--- config.mk ---
export PLATFORM = sky130hd
export DESIGN_NAME = spi_xfer_arbiter
export DESIGN_NICKNAME = d
export VERILOG_FILES = /design/src/rtl/spi_xfer_arbiter.sv
export SDC_FILE = /design/constraint.sdc
export NUM_CORES = 1
export LEC_CHECK = 0
export CORE_UTILIZATION = 52
export CTS_BUF_LIST = sky130_fd_sc_hd__clkbuf_4
export CTS_CLUSTER_SIZE = 24
export DETAILED_ROUTE_END_ITERATION = 8
export HOLD_SLACK_MARGIN = 0.1
export PLACE_DENSITY = 0.88
export SLEW_MARGIN = 0
export SYNTH_ARGS = -nofsm -noshare
export SYNTH_HDL_FRONTEND = slang
export SYNTH_SLANG_ARGS = --single-unit
export TNS_END_PERCENT = 1
--- constraint.sdc ---
create_clock -name clk -period 4.35 [get_ports clk]
set_input_delay 1.305 -clock clk [delete_from_list [all_inputs] [get_ports clk]]
set_output_delay 1.305 -clock clk [all_outputs]
set_load 0.02 [all_outputs]
--- src/rtl/spi_xfer_arbiter.sv ---
// ============================================================================
// spi_xfer_arbiter
//   Round-robin sharing of one byte-wide SPI engine among NREQ requesters.
//   Revision: 1.0
// ============================================================================
`default_nettype none

module spi_xfer_arbiter #(
  parameter int NREQ = 4,
  parameter int MAXB = 4,
  parameter int GAP  = 2,
  parameter int WDOG = 3
) (
  input  logic                   clk,
  input  logic                   rst,
  input  logic [NREQ-1:0]        req,
  input  logic [3*NREQ-1:0]      req_len,
  input  logic [8*MAXB*NREQ-1:0] req_tx,
  output logic [NREQ-1:0]        gnt,
  output logic [NREQ-1:0]        done,
  output logic                   err,
  output logic [8*MAXB-1:0]      rx_word,
  output logic                   eng_start,
  output logic [7:0]             eng_tx_data,
  input  logic                   eng_busy,
  input  logic [7:0]             eng_rx_data
);

  localparam int IW  = (NREQ > 1) ? $clog2(NREQ) : 1;
  localparam int RXW = 8 * MAXB;
  localparam int WW  = $clog2(WDOG + 1) + 1;

  localparam logic [2:0] S_IDLE    = 3'd0;
  localparam logic [2:0] S_ISSUE   = 3'd1;
  localparam logic [2:0] S_WAIT_HI = 3'd2;
  localparam logic [2:0] S_WAIT_LO = 3'd3;
  localparam logic [2:0] S_GAP     = 3'd4;
  localparam logic [2:0] S_RESP    = 3'd5;
  localparam logic [2:0] S_POST    = 3'd6;

  logic [2:0]     r_state;
  logic [IW-1:0]  r_last;
  logic [2:0]     r_len;
  logic [2:0]     r_k;
  logic [RXW-1:0] r_tx;
  logic [RXW-1:0] r_rxsr;
  logic [3:0]     r_gap;
  logic [WW-1:0]  r_wd;

  logic           w_found;
  logic [IW-1:0]  w_win;
  logic [2:0]     w_len_raw;
  logic [2:0]     w_len;
  logic [RXW-1:0] w_tx;
  logic [2:0]     w_sel;
  logic [RXW-1:0] w_tx_shift;
  logic [7:0]     w_byte;
  logic [RXW-1:0] w_rx_shift;

  // Search begins just past the last winner and wraps around.
  always_comb begin
    int idx;
    w_found = 1'b0;
    w_win   = r_last;
    for (int off = 1; off <= NREQ; off++) begin
      idx = int'(r_last) + off;
      if (idx >= NREQ) idx = idx - NREQ;
      if (!w_found && req[idx]) begin
        w_found = 1'b1;
        w_win   = IW'(idx);
      end
    end
  end

  always_comb begin
    w_len_raw = req_len[3*int'(w_win) +: 3];
    if (w_len_raw == 3'd0)
      w_len = 3'd1;
    else if (w_len_raw > 3'(MAXB))
      w_len = 3'(MAXB);
    else
      w_len = w_len_raw;
    w_tx = req_tx[RXW*int'(w_win) +: RXW];
  end

  // Most significant used byte goes out first.
  always_comb begin
    w_sel      = r_len - r_k - 3'd1;
    w_tx_shift = r_tx >> {w_sel, 3'b000};
    w_byte     = w_tx_shift[7:0];
    w_rx_shift = (r_rxsr << 8) | RXW'(eng_rx_data);
  end

  always_ff @(posedge clk) begin
    if (rst) begin
      r_state     <= S_IDLE;
      r_last      <= IW'(NREQ - 1);
      r_len       <= 3'd1;
      r_k         <= 3'd0;
      r_tx        <= '0;
      r_rxsr      <= '0;
      r_gap       <= 4'd0;
      r_wd        <= '0;
      gnt         <= '0;
      done        <= '0;
      err         <= 1'b0;
      rx_word     <= '0;
      eng_start   <= 1'b0;
      eng_tx_data <= 8'h00;
    end else begin
      eng_start <= 1'b0;
      done      <= '0;
      err       <= 1'b0;
      case (r_state)
        S_IDLE: begin
          if (w_found) begin
            gnt     <= NREQ'(1) << w_win;
            r_last  <= w_win;
            r_len   <= w_len;
            r_tx    <= w_tx;
            r_rxsr  <= '0;
            r_k     <= 3'd0;
            r_state <= S_ISSUE;
          end
        end
        S_ISSUE: begin
          if (!eng_busy) begin
            eng_start   <= 1'b1;
            eng_tx_data <= w_byte;
            r_wd        <= '0;
            r_state     <= S_WAIT_HI;
          end
        end
        S_WAIT_HI: begin
          if (eng_busy) begin
            r_state <= S_WAIT_LO;
          end else if (r_wd == WW'(WDOG - 1)) begin
            done    <= gnt;
            err     <= 1'b1;
            rx_word <= r_rxsr;
            gnt     <= '0;
            r_state <= S_RESP;
          end else begin
            r_wd <= r_wd + 1'b1;
          end
        end
        S_WAIT_LO: begin
          if (!eng_busy) begin
            r_rxsr <= w_rx_shift;
            r_k    <= r_k + 3'd1;
            if (r_k + 3'd1 == r_len) begin
              // Outputs are set on entry so done is visible during RESP.
              done    <= gnt;
              rx_word <= w_rx_shift;
              gnt     <= '0;
              r_state <= S_RESP;
            end else if (GAP == 0) begin
              r_state <= S_ISSUE;
            end else begin
              r_gap   <= 4'd0;
              r_state <= S_GAP;
            end
          end
        end
        S_GAP: begin
          if (r_gap == 4'(GAP - 1))
            r_state <= S_ISSUE;
          else
            r_gap <= r_gap + 4'd1;
        end
        S_RESP: begin
          if (GAP == 0) begin
            r_state <= S_IDLE;
          end else begin
            r_gap   <= 4'd0;
            r_state <= S_POST;
          end
        end
        S_POST: begin
          if (r_gap == 4'(GAP - 1))
            r_state <= S_IDLE;
          else
            r_gap <= r_gap + 4'd1;
        end
        default: r_state <= S_IDLE;
      endcase
    end
  end

endmodule

`default_nettype wire

; ---- Word-level counts from Yosys, hierarchy flattened
; Cells that the tools add are included.
[word_totals]
register_bits = 132
out_inout_bits = 50
word_cells = 157
[classes]
n_addsub = 13
mul = 1
order_cmp = 9
eq_ne = 21
n_shift = 4
n_mux = 67
bitwise_logic = 4
n_reduce_logical = 24
[ops]
columns = op, count
row1 = 2-to-1 mux 32 bit, 10
row2 = "less-than comparator 32 x 4 -> 1 bit, second input constant", 4
row3 = case mux 32 bit (2 select lines), 2
row4 = variable part select 128 x 8 -> 32 bit, 1
row5 = 2-to-1 mux 4 bit, 12
row6 = 2-to-1 mux 3 bit, 14
row7 = OR 32 x 8 -> 32 bit, 1
row8 = right shift 32 x 6 -> 8 bit, 1
row9 = case mux 4 bit (3 select lines), 2
row10 = "!= test 2 bit, second input constant", 11
row11 = case mux 3 bit (7 select lines), 1
row12 = 2-to-1 mux 1 bit, 15
row13 = case mux 3 bit (2 select lines), 2
row14 = AND reduction 6 bit, 2
row15 = variable part select 12 x 5 -> 3 bit, 1
row16 = "subtractor 3 x 3 -> 4 bit, second input constant", 3
row17 = "equality test 3 x 2 -> 1 bit, second input constant", 3
row18 = "equality test 3 bit, second input constant", 3
row19 = ">= comparator 3 bit, second input constant", 3
row20 = binary-select mux 1 bit (select 2 bit), 4
row21 = 2-to-1 mux 2 bit, 4
row22 = case mux 4 bit (2 select lines), 1
row23 = AND reduction 4 bit, 2
row24 = "adder 2 x 2 -> 3 bit, second input constant", 2
row25 = other kinds (26), 39

; ---- Logic depth before layout (Yosys ltp)
[depth]
word_depth = 21
ltp_mapped = 9

; ---- Worst setup path before layout
; No wires, ideal clock.
[synth_path]
kind = input to register
from = in req[0]
to = reg r_tx[10]
arrival_time_ns = 2.916
required_ns = 4.212
slack_ns = 1.296
stages = 9
path_cell_list = buf_6 > or2_4 > and3_4 > buf_6 > nor2_8 > buf_12 > mux2_1 > a222oi_1 > a211oi_1
[synth_between]
elab_chain_len = 14
[synth_rtl]
columns = element, line_no
row1 = from (decl), 16  ; input logic [NREQ-1:0] req,
row2 = binary-select mux 1 bit (select 2 bit), 68  ; if (!w_found && req[idx]) begin
row3 = 2-to-1 mux 1 bit (not written as such) (2 in series), 68
row4 = 2-to-1 mux 1 bit, 68
row5 = zero test 1 bit, 68
row6 = logical AND 1 bit, 68
row7 = 2-to-1 mux 1 bit, 68
row8 = zero test 1 bit, 68
row9 = logical AND 1 bit, 68
row10 = 2-to-1 mux 1 bit, 68
row11 = zero test 1 bit, 68
row12 = logical AND 1 bit, 68
row13 = 2-to-1 mux 2 bit / 2-to-1 mux 1 bit (equally long branches), 68
row14 = variable part select 128 x 8 -> 32 bit / AND reduction 2 bit (equally long branches), n/a
row15 = to (signal assigned), 120  ; r_tx <= w_tx;
row16 = to (decl), 45  ; logic [RXW-1:0] r_tx;
; Parallel ways exist; a longest one is shown, timed or not. The select of a mux whose other input is x is not followed.
; A chain may end at the register's enable or synchronous reset.

; ---- Final worst setup path
[layout_path]
from = in req[2]
to = reg r_tx[28]
; The elaborated chain is that of the path after synthesis.

==> impl_metrics.json <==
{
  "synthSimpleGateAreaFrac": 0.152,
  "ff2ff_setup_slack_ns": 1.66,
  "status": "completed",
  "synth-compound-area-share": 0.228,
  "cts_sinks": 132,
  "ios": 205,
  "regArea_sq_um": 2640,
  "synth_edf_count": 0,
  "placed_area_sq_um": 8620,
  "ys_seq_area_frac": 0.400,
  "overflow": 0,
  "synth_xor_xnor_area_share": 0.00890,
  "critical-path-top-delay-family": "buffers and inverters",
  "p_int_mw": 2.88,
  "grt_usage": 0.310,
  "hold_depth": 1,
  "swShare": 0.394,
  "drc_errors": 0,
  "hold_buffers": 0,
  "critPathMaxFanout": 18,
  "crit_path_cell_trace": "clkdlybuf4s50_1 > nor2_1 > o21ba_4 > nor2_8 > buf_4 > mux2_1 > a222oi_1 > a211oi_1",
  "place.gp.congestion": 0.881,
  "total_leakage_power_nw": 3.35,
  "synth_fa_ha_area_frac": 0.0144,
  "syn_area_sq_um": 6600,
  "grt_max_degree": 69,
  "num-nets-final": 1039,
  "min_period_ns": 3.47,
  "syn-num-nets": 869,
  "cts.repair.resized": 0,
  "route.vias.total": 6502,
  "die_w_um": 115,
  "synthCells": 707,
  "clk_latency_ns": 0.53,
  "hold_path_class": "reg2reg",
  "combPwrFrac": 0.462,
  "drive_above_1_share": 0.0911,
  "cts_tree": "done",
  "area_delta_synth_final_pct": 35.2,
  "worst_slew_pin_slew_ns": 1.01,
  "max-cap-violations": 0,
  "p_clk_frac": 0.189,
  "finalCritPeriodShare": 0.799,
  "endpoint_kind": "flip-flop",
  "totalWireLength_mm": 19.7,
  "first_global_vias": 6119,
  "synth_cell_type_count": 65,
  "cts_buffers": 17,
  "clockBufferDepth": 2,
  "crit_buf_inv": 2,
  "avgSynthCellArea_sq_um": 9.34,
  "synth_mux_area_frac": 0.140,
  "n_fill_cell": 930,
  "hp-start": "eng_tx_data[1]",
  "ys_async_sr_fraction": 0,
  "wl_per_cell_um": 18.7,
  "dieArea_sq_um": 13200,
  "r2r_cells": 8,
  "clkTransAtPathRegs_ns": 0.12,
  "portBuffers": 204,
  "yosys_warnings": 0,
  "fp.dieH_um": 115,
  "p_seq_frac": 0.349,
  "whs_endpoint": "eng_tx_data[1]",
  "fmax_mhz": 288,
  "start_util": 0.541,
  "power_density_nw_per_um2": 532,
  "num_rows": 40,
  "reg2reg_to": "rx_word[3]",
  "dp.final_hpwl_mm": 14.5,
  "multi_input_area_sq_um": 3600,
  "cts_root_buf": "clkbuf_4",
  "grt_pass1_wl_mm": 31.4,
  "dr.pass1.iters": 8,
  "tns_ns": 0,
  "startpoint_type": "primary input",
  "power.switching_mw": 1.87,
  "slowest_stage": "clkdlybuf4s50_1",
  "vias_per_cell": 6.15,
  "timing.rr.start": "r_k[0]",
  "synth_top_family_by_area": "compound AO/OA/AOI/OAI gates",
  "setup_viol": 0,
  "ys_ff_latch": 132,
  "max_stage_delay_ns": 0.66,
  "drtAntennaViolNets": 0,
  "worstSetupPathType": "in2reg",
  "vdd_ir_drop_max_mv": 0.426,
  "drt_iter0_drc": 804,
  "p_total_mw": 4.75,
  "cp.required_ns": 4.74,
  "finalHoldViolations": 0,
  "slew_viol_final": 0,
  "cts_htree_levels": 4,
  "grt_setup_unrepaired": "false",
  "fin_area_sq_um": 8930,
  "slew_headroom": 0.326,
  "cp.arrival_ns": 3.87,
  "fin_skew_ns": 0.0159,
  "cts_setup_buffers": 0,
  "ys.flop_type": "dfxtp_1",
  "antenna_found_initial": 1,
  "coreArea_sq_um": 12200
}
[cell usage after synthesis, drive strengths merged, types with 3 or more instances]
library cell | instances | share of area
dfxtp | 132 | 0.40
nor2 | 87 | 0.052
a211oi | 66 | 0.075
a21oi | 50 | 0.039
nand2 | 46 | 0.026
nand3 | 44 | 0.033
clkbuf | 35 | 0.020
mux2i | 33 | 0.050
a222oi | 32 | 0.049
mux2 | 32 | 0.063
buf | 29 | 0.029
inv | 13 | 0.0074
o21ai | 11 | 0.0083
nor3 | 10 | 0.010
a32o | 9 | 0.014
mux4 | 8 | 0.027
a22o | 6 | 0.0080
ha | 6 | 0.011
a211o | 4 | 0.0053
and3b | 4 | 0.0053
nand2b | 4 | 0.0038
nor4 | 4 | 0.0057
and3 | 3 | 0.0036
[metrics by stage]
| step | hold WS (ns) | setup WS (ns) | std cells | util |
|---|---|---|---|---|
| after floorplan | 0.448 | 1.30 | 707 | - |
| after global placement | 0.449 | 0.473 | 1026 | 0.706 |
| after detailed placement | 0.453 | 0.334 | 1026 | 0.706 |
| after CTS | 0.479 | 0.915 | 1057 | 0.731 |
| after global routing | 0.501 | 0.784 | 1058 | 0.731 |
| final | 0.475 | 0.875 | 1058 | 0.731 |
[kinds of logic after synthesis]
kind of cell               after synthesis
AOI/OAI and AO/OA                      200
xor gates and xnor gates                 5
muxes                                   73
DFF                                    132
and+or+nand+nor                        213
buffers and inverters                   77
adders and majority gates                7
[state kept, by name, indices dropped and copies added, names as in the netlist]
name,flops
rx_word,32
r_k,3
err,1
r_tx,32
eng_tx_data,8
gnt,4
eng_start,1
done,4
r_state,3
r_len,3
r_gap,4
r_rxsr,32
r_last,2
r_wd,3
[how the worst max path moves through the flow]
stage / from / to / slack [ns] / depth (start not counted)
global placement: req[2] / r_tx[28] / 0.47 / 8
floorplan: req[0] / r_tx[10] / 1.30 / 9
detailed placement: req[2] / r_tx[28] / 0.33 / 8
global route: req[2] / r_tx[28] / 0.78 / 8
finish: req[2] / r_tx[28] / 0.88 / 8
CTS: req[2] / r_tx[28] / 0.92 / 8
[cell type report]
cell class,count,share of cell area
repair buffers,215,0.238
well taps,168,0.0235
clock inverters,12,0.0182
clock buffers,19,0.0160
multi-input cells,498,0.403
inverters,13,0.00546
diodes,1,0.000280
flip-flops and latches,132,0.296
[layer usage]
layer / track usage / vias up / part of all wire
li1: - / 3023 / -
met1: 0.409 / 3065 / 0.42
met2: 0.494 / 358 / 0.46
met3: 0.0683 / 56 / 0.086
met4: 0.126 / 0 / 0.031
met5: 0 / - / 0
[cells in the final DEF (no fill, tap or decap), drive strengths merged, types with 3 or more instances in the layout]
cell type / n
a22o: 6
a21oi: 50
nand2: 46
mux4: 8
mux2: 32
a211o: 4
a32o: 9
o21ai: 11
nor2: 87
nor3: 10
clkinv: 7
and3b: 4
bufinv: 4
a211oi: 66
ha: 6
a222oi: 32
buf: 12
mux2i: 33
dfxtp: 132
clkbuf: 19
nand3: 44
clkdlybuf4s50: 203
and3: 3
inv: 13
nand2b: 4
nor4: 4
[power groups by stage]
stage          clock network, mW  registers (mW)  logic (mW)
2_1_floorplan                  0            1.60        1.64
3_3_place_gp                   0            1.67        2.09
3_5_place_dp                   0            1.68        2.16
4_1_cts                    0.898            1.65        2.17
5_1_grt                    0.952            1.69        2.37
6_report                   0.897            1.66        2.20
No activity file was read; power rests on OpenSTA's default activity.
